===== src/rtl/ddr_fetch_pkg.sv =====
// ddr_fetch_pkg: region tags, FSM encoding and config-word field layout
// shared by the DDR region fetch sequencer.
package ddr_fetch_pkg;
  // Beat width of the presim build.
  localparam int PORT_DATAWIDTH = 128;
  localparam logic [2:0] REG_CFG    = 3'd0;
  localparam logic [2:0] REG_ACT    = 3'd1;
  localparam logic [2:0] REG_FLGACT = 3'd2;
  localparam logic [2:0] REG_WEI    = 3'd3;
  localparam logic [2:0] REG_FLGWEI = 3'd4;
  typedef enum logic [2:0] {
    S_IDLE, S_CFG_REQ, S_CFG_DAT, S_DATA_REQ, S_DATA_DAT, S_DONE
  } state_e;
  localparam int POOL_LSB = 0;
  localparam int POOL_W   = 9;
  localparam int LAY_LSB  = 9;
  localparam int LAY_W    = 8;
  localparam int PAT_LSB  = 17;
  localparam int PAT_W    = 8;
  localparam int FRM_LSB  = 25;
  localparam int FRM_W    = 5;
  localparam int BLK_LSB  = 30;
  localparam int BLK_W    = 5;
  localparam int DEP_LSB  = 35;
  localparam int DEP_W    = 5;
  localparam int ROW_LSB  = 40;
  localparam int ROW_W    = 4;
  localparam int CFG_BITS = 44;
endpackage


===== src/rtl/ddr_fetch_burst_cnt.sv =====
// ddr_fetch_burst_cnt: beat/burst/region counters and the burst address
// for the counter values about to be loaded.
module ddr_fetch_burst_cnt import ddr_fetch_pkg::*; #(
  parameter int ADDR_WIDTH   = 32,
  parameter int REGION_WORDS = 4096,
  parameter int BURST_BEATS  = 16,
  parameter int BURST_BYTES  = 256
) (
  input  logic                  clk,
  input  logic                  rst_n,
  input  logic                  clr,
  input  logic                  beat,
  input  logic [ADDR_WIDTH-1:0] act_base,
  input  logic [ADDR_WIDTH-1:0] flgact_base,
  input  logic [ADDR_WIDTH-1:0] wei_base,
  input  logic [ADDR_WIDTH-1:0] flgwei_base,
  output logic [2:0]            region_q,
  output logic                  last_beat,
  output logic                  pass_end,
  output logic                  fin_d,
  output logic [ADDR_WIDTH-1:0] addr_d
);
  localparam int NB = REGION_WORDS / BURST_BEATS;
  localparam int CW = BURST_BEATS > 1 ? $clog2(BURST_BEATS) : 1;
  localparam int BW = NB > 1 ? $clog2(NB) : 1;

  logic [CW-1:0]         beat_q, beat_d;
  logic [BW-1:0]         burst_q, burst_d;
  logic [2:0]            region_d;
  logic                  last_burst, region_end;
  logic [ADDR_WIDTH-1:0] base_d;

  always_comb begin
    last_beat  = beat_q == CW'(BURST_BEATS - 1);
    last_burst = burst_q == BW'(NB - 1);
    region_end = last_beat && last_burst;
    pass_end   = region_end && region_q == REG_FLGWEI;
    beat_d     = clr ? '0 : beat ? (last_beat ? '0 : beat_q + 1'b1) : beat_q;
    burst_d    = clr ? '0 : (beat && last_beat) ? (last_burst ? '0 : burst_q + 1'b1) : burst_q;
    region_d   = clr ? REG_ACT : (beat && region_end) ? (pass_end ? REG_CFG : region_q + 3'd1) : region_q;
    fin_d      = beat_d == CW'(BURST_BEATS - 1) && burst_d == BW'(NB - 1);
    base_d     = region_d == REG_FLGACT ? flgact_base :
                 region_d == REG_WEI    ? wei_base    :
                 region_d == REG_FLGWEI ? flgwei_base : act_base;
    addr_d     = base_d + ADDR_WIDTH'(burst_d) * ADDR_WIDTH'(BURST_BYTES);
  end

  always_ff @(posedge clk or negedge rst_n) begin
    if (!rst_n) begin
      beat_q   <= '0;
      burst_q  <= '0;
      region_q <= REG_CFG;
    end else begin
      beat_q   <= beat_d;
      burst_q  <= burst_d;
      region_q <= region_d;
    end
  end
endmodule


===== src/rtl/ddr_region_fetch.sv =====
// ddr_region_fetch: reads the config word, then streams the ACT, FLGACT,
// WEI and FLGWEI regions burst by burst to the global-buffer writers.
module ddr_region_fetch import ddr_fetch_pkg::*; #(
  parameter int DATA_WIDTH   = PORT_DATAWIDTH,
  parameter int ADDR_WIDTH   = 32,
  parameter int REGION_WORDS = 4096,
  parameter int BURST_BEATS  = 16
) (
  input  logic                  clk,
  input  logic                  rst_n,
  input  logic                  start,
  output logic                  busy,
  output logic                  done,
  output logic                  err,
  input  logic [ADDR_WIDTH-1:0] cfg_base,
  input  logic [ADDR_WIDTH-1:0] act_base,
  input  logic [ADDR_WIDTH-1:0] flgact_base,
  input  logic [ADDR_WIDTH-1:0] wei_base,
  input  logic [ADDR_WIDTH-1:0] flgwei_base,
  output logic                  rd_req_valid,
  input  logic                  rd_req_ready,
  output logic [ADDR_WIDTH-1:0] rd_req_addr,
  output logic [7:0]            rd_req_len,
  input  logic                  rd_data_valid,
  output logic                  rd_data_ready,
  input  logic [DATA_WIDTH-1:0] rd_data,
  input  logic                  rd_data_last,
  output logic                  out_valid,
  input  logic                  out_ready,
  output logic [DATA_WIDTH-1:0] out_data,
  output logic [2:0]            out_region,
  output logic                  out_last,
  output logic                  cfg_valid,
  output logic [3:0]            cfg_len_row,
  output logic [4:0]            cfg_dep_blk,
  output logic [4:0]            cfg_num_blk,
  output logic [4:0]            cfg_num_frm,
  output logic [7:0]            cfg_num_pat,
  output logic [7:0]            cfg_num_lay,
  output logic [8:0]            cfg_pool
);
  localparam int BURST_BYTES = BURST_BEATS * (DATA_WIDTH / 8);
  localparam logic [ADDR_WIDTH-1:0] ALIGN_MASK = ~ADDR_WIDTH'(BURST_BYTES - 1);

  state_e                state_q, state_d;
  logic                  err_q, err_d, cfg_valid_q, cfg_valid_d;
  logic                  rd_req_valid_q, rd_req_valid_d, out_last_q, out_last_d;
  logic [ADDR_WIDTH-1:0] rd_req_addr_q, rd_req_addr_d, addr_d;
  logic [7:0]            rd_req_len_q, rd_req_len_d;
  logic [CFG_BITS-1:0]   cfg_q, cfg_d;
  logic                  misaligned, clr, beat, last_beat, pass_end, fin_d;
  logic [2:0]            region_q;

  ddr_fetch_burst_cnt #(
    .ADDR_WIDTH(ADDR_WIDTH), .REGION_WORDS(REGION_WORDS),
    .BURST_BEATS(BURST_BEATS), .BURST_BYTES(BURST_BYTES)
  ) u_cnt (
    .clk(clk), .rst_n(rst_n), .clr(clr), .beat(beat),
    .act_base(act_base & ALIGN_MASK), .flgact_base(flgact_base & ALIGN_MASK),
    .wei_base(wei_base & ALIGN_MASK), .flgwei_base(flgwei_base & ALIGN_MASK),
    .region_q(region_q), .last_beat(last_beat), .pass_end(pass_end),
    .fin_d(fin_d), .addr_d(addr_d)
  );

  assign misaligned = |((act_base | flgact_base | wei_base | flgwei_base) & ~ALIGN_MASK);

  always_comb begin
    state_d       = state_q;
    err_d         = err_q;
    cfg_valid_d   = cfg_valid_q;
    cfg_d         = cfg_q;
    clr           = 1'b0;
    beat          = 1'b0;
    rd_data_ready = 1'b0;
    out_valid     = 1'b0;
    out_data      = '0;
    case (state_q)
      S_IDLE: if (start) begin
        state_d     = S_CFG_REQ;
        err_d       = misaligned;
        cfg_valid_d = 1'b0;
      end
      S_CFG_REQ: if (rd_req_ready) state_d = S_CFG_DAT;
      S_CFG_DAT: begin
        rd_data_ready = 1'b1;
        if (rd_data_valid) begin
          cfg_d       = rd_data[CFG_BITS-1:0];
          cfg_valid_d = 1'b1;
          clr         = 1'b1;
          state_d     = S_DATA_REQ;
          err_d       = err_q | ~rd_data_last;
        end
      end
      S_DATA_REQ: if (rd_req_ready) state_d = S_DATA_DAT;
      S_DATA_DAT: begin
        rd_data_ready = out_ready;
        out_valid     = rd_data_valid;
        out_data      = rd_data;
        beat          = rd_data_valid && out_ready;
        // The beat counter decides burst boundaries; rd_data_last is only cross-checked.
        if (beat && rd_data_last != last_beat) err_d = 1'b1;
        if (beat && last_beat) state_d = pass_end ? S_DONE : S_DATA_REQ;
      end
      S_DONE: state_d = S_IDLE;
      default: state_d = S_IDLE;
    endcase
    rd_req_valid_d = state_d == S_CFG_REQ || state_d == S_DATA_REQ;
    rd_req_addr_d  = state_d == S_CFG_REQ ? cfg_base : state_d == S_DATA_REQ ? addr_d : rd_req_addr_q;
    rd_req_len_d   = state_d == S_CFG_REQ ? 8'd0 : state_d == S_DATA_REQ ? 8'(BURST_BEATS - 1) : rd_req_len_q;
    out_last_d     = state_d == S_DATA_DAT && fin_d;
  end

  always_ff @(posedge clk or negedge rst_n) begin
    if (!rst_n) begin
      state_q        <= S_IDLE;
      err_q          <= 1'b0;
      cfg_valid_q    <= 1'b0;
      cfg_q          <= '0;
      rd_req_valid_q <= 1'b0;
      rd_req_addr_q  <= '0;
      rd_req_len_q   <= '0;
      out_last_q     <= 1'b0;
    end else begin
      state_q        <= state_d;
      err_q          <= err_d;
      cfg_valid_q    <= cfg_valid_d;
      cfg_q          <= cfg_d;
      rd_req_valid_q <= rd_req_valid_d;
      rd_req_addr_q  <= rd_req_addr_d;
      rd_req_len_q   <= rd_req_len_d;
      out_last_q     <= out_last_d;
    end
  end

  assign busy         = state_q != S_IDLE;
  assign done         = state_q == S_DONE;
  assign err          = err_q;
  assign cfg_valid    = cfg_valid_q;
  assign rd_req_valid = rd_req_valid_q;
  assign rd_req_addr  = rd_req_addr_q;
  assign rd_req_len   = rd_req_len_q;
  assign out_region   = region_q;
  assign out_last     = out_last_q;
  assign cfg_pool     = cfg_q[POOL_LSB +: POOL_W];
  assign cfg_num_lay  = cfg_q[LAY_LSB +: LAY_W];
  assign cfg_num_pat  = cfg_q[PAT_LSB +: PAT_W];
  assign cfg_num_frm  = cfg_q[FRM_LSB +: FRM_W];
  assign cfg_num_blk  = cfg_q[BLK_LSB +: BLK_W];
  assign cfg_dep_blk  = cfg_q[DEP_LSB +: DEP_W];
  assign cfg_len_row  = cfg_q[ROW_LSB +: ROW_W];
endmodule

===== config.mk =====
export PLATFORM = sky130hd
export DESIGN_NAME = ddr_region_fetch
export DESIGN_NICKNAME = d
export VERILOG_FILES = /design/src/rtl/ddr_fetch_pkg.sv /design/src/rtl/ddr_fetch_burst_cnt.sv /design/src/rtl/ddr_region_fetch.sv
export SDC_FILE = /design/constraint.sdc
export NUM_CORES = 1
export LEC_CHECK = 0
export CORE_AREA = 2 2 201 203
export DETAILED_ROUTE_END_ITERATION = 7
export DIE_AREA = 0 0 203 205
export GPL_ROUTABILITY_DRIVEN = 0
export REMOVE_ABC_BUFFERS = 1
export SLEW_MARGIN = 10
export SYNTH_ARGS = -nofsm -noshare
export SYNTH_HDL_FRONTEND = slang
export SYNTH_SLANG_ARGS = --single-unit

===== constraint.sdc =====
create_clock -name clk -period 5.1 [get_ports clk]
set_input_delay 1.02 -clock clk [delete_from_list [all_inputs] [get_ports clk]]
set_output_delay 1.02 -clock clk [all_outputs]
set_load 0.03 [all_outputs]

==> qor.yml <==
yosys_warnings: 0
synth_ff_type: "dfrtp_1"
timing.rr.start: "state_q[0]"
slowest_delay_ns: 0.61
met2WireLength_um: 20400
status: "finished clean"
nets: 1713
required_ns: 5.33
p_per_area_nw_per_um2: 399
synth-adder-area-share_pct: 2.46
worst_pin_slew_ns: 0.831
leakage_nw: 5.51
top_layer_used: "met5"
startpoint_type: "input pin"
rows: 73
ir_drop_v: 0.000208
drt_wl_total_um: 39500
clk_latency_ns: 0.37
endpoint_kind: "flop"
grt_max_degree: 110
min_path_type: "in -> async"
drt_iter0_drc: 420
criticalPathCategory: "in -> reg"
track_usage_pct: 18.3
fillers: 4066
antenna_left: 0
clk_path_buf_depth: 2
synth.area.mux_share_pct: 3.20
layoutNonFillerInstCount: 1941
met1Wirelength_um: 14300
htree_levels: 3
fin_crit_sh_pct: 92.6
critPathTopFamily: "simple AND/OR/NAND/NOR gates"
cts_num_sinks: 99
setup_ws_ns: 0.379
core_area_sq_um: 39400
die_h_um: 205
multiInputGateArea_sq_um: 4180
synth_area_per_cell_sq_um: 7.81
firstDrtPassIters: 5
cts_tree: "yes"
areaGrowthSynthToFinish_pct: 90.9
cts_setup_buffers: 0
crit_arrival_ns: 4.95
r2r-end: "rd_req_addr[28]"
synthArstFlopShare_pct: 100
crit_chain: "clkbuf_2 -> or4bb_2 -> nand2_1 -> mux2_4 -> inv_1 -> nor4_4 -> nand2_1 -> and3_1 -> a31oi_1 -> ha_2 -> inv_1 -> fa_1 -> nor2b_2 -> o21ai_0 -> nand2b_1 -> and2_1 -> o21ai_0 -> a21o_1 -> nor4_2 -> buf_4 -> nand3_1 -> xnor2_1 -> o211ai_1"
path_buf_inv: 4
die_x_um: 203
via_per_inst: 4.37
reg2regPathDepth: 22
synth_top_family_by_area: "simple AND/OR/NAND/NOR gates"
cts-root-buf: "clkbuf_16"
dp_slack_ns: -0.489
clock_skew_ns: 0.0143
finalHoldViolCount: 0
synth_most_common_cell: "nand2_1"
slowest_stage: "or4bb_2"
dp.cells: 1919
fin_crit_ns: 4.72
max_cap_violations: 0
dieArea_sq_um: 41600
fmax_mhz: 212
synthDistinctLibCells: 63
grt_pass1_vias: 8581
synth_compound_area_share_pct: 12.4
register_area_sq_um: 2480
synthTopCellsByCount: "nand2_1 (244), and2_1 (131), dfrtp_1 (99)"
worstPathMaxFanout: 6
port_buffers: 513
netlist_instances: 886
wl_met3_um: 3060
fin_tns_setup_ns: 0
synth-xor-area-share_pct: 3.42
setup_violations: 0
io_pins: 518
synth_area_leader_cell: "dfrtp_1"
rsz0062_at_grt: "no"
overflow: 0
ys_ff_latch: 99
numCtsBuffers: 9
regToRegSetupSlack_ns: 0.55
drv_slew: 0
synthTopCellsByArea: "dfrtp_1 (36%), nand2_1 (13%), and2_1 (12%)"
synthSimpleGateAreaFrac_pct: 38.2
seq_area_frac_synth_pct: 35.8
drc: 0
ctsHoldBuffers: 0
grt_antenna_before_repair: 14
via_count: 8490
hold_slack_ns: 0.444
clkTransAtPathRegs_ns: 0.09
synth-edff-count: 0
wire_per_inst_um: 20.4
synth_area_sq_um: 6920
hpwl_um: 33400
final_util_pct: 33.5
slew_headroom_pct: 43.9
grt_pass1_wl_um: 56000
start_util_pct: 17.6
layout-drive-gt1-share_pct: 7.38
synth_top_area_share_pct: 35.8
[registers in the layout, indices dropped and copies added (netlist names)]
register        count
rd_req_len          1
u_cnt.burst_q       8
out_last            1
rd_req_valid        1
u_cnt.region_q      3
cfg_q              44
u_cnt.beat_q        4
state_q             3
rd_req_addr        32
err                 1
cfg_valid           1
[cell usage in the layout, fill, tap and decap left out, drive strengths merged, types with 14 or more instances in the layout]
cell	count
inv	15
nor3	14
mux2i	15
xnor2	18
clkdlybuf4s50	510
nand3	44
nor4	14
nor2	31
dfrtp	99
o21ai	36
buf	51
and2	131
nand2	244
a21oi	37
[worst max-delay path by stage]
stage                              from         endpoint  slack, ns  depth (start not counted)
after floorplan           rd_data_valid  rd_req_addr[30]      -2.44                         16
after global placement    rd_data_valid  rd_req_addr[30]      -0.37                         23
after detailed placement  rd_data_valid  rd_req_addr[30]      -0.49                         23
after CTS                     out_ready  rd_req_addr[28]       0.10                         23
after global routing      rd_data_valid  rd_req_addr[30]      0.005                         23
final                     rd_data_valid  rd_req_addr[28]       0.38                         23
[layout make-up]
class                   instances  area share (%)
repair buffers                563            41.7
multi-input cells             719            31.7
flip-flops and latches         99            18.8
well taps                     525            4.97
clock buffers                  11            1.91
clock inverters                 5           0.502
inverters                      13           0.370
diodes                          6           0.114
[what timing repair did]
item | 4_1_cts | 5_1_grt
endpoints found under the setup margin | 4 | 13
pin swaps | 0 | 1
resized for setup | 1 | 5
[metrics by stage]
step | total power, mW | instance area, sq um
5_1_grt | 5.61 | 13200
3_5_place_dp | 4.56 | 12900
3_3_place_gp | 4.53 | 12900
4_1_cts | 5.35 | 13200
6_report | 5.27 | 13200
2_1_floorplan | 2.95 | 6670
[power breakdown]
part / switching, mW / internal, mW
registers: 0.204 / 1.10
clock network: 0.346 / 0.415
logic: 1.93 / 1.27
[per-layer routing]
layer / vias to the layer above / GRT usage (%)
met4: 8 / 8.63
met2: 452 / 33.8
met3: 71 / 4.85
met1: 3929 / 19.5
li1: 4030 / -
met5: - / 0
[kinds of logic (layout without fill, tap and decap cells)]
family | count (synthesis) | in the layout
and+or+nand+nor | 523 | 523
AOI/OAI and AO/OA | 131 | 131
DFF | 99 | 99
buffers and inverters | 71 | 592
xor gates and xnor gates | 27 | 27
muxes | 21 | 21
adders and majority gates | 13 | 13
other | 1 | 10
Power figures use the tool's default switching activity.
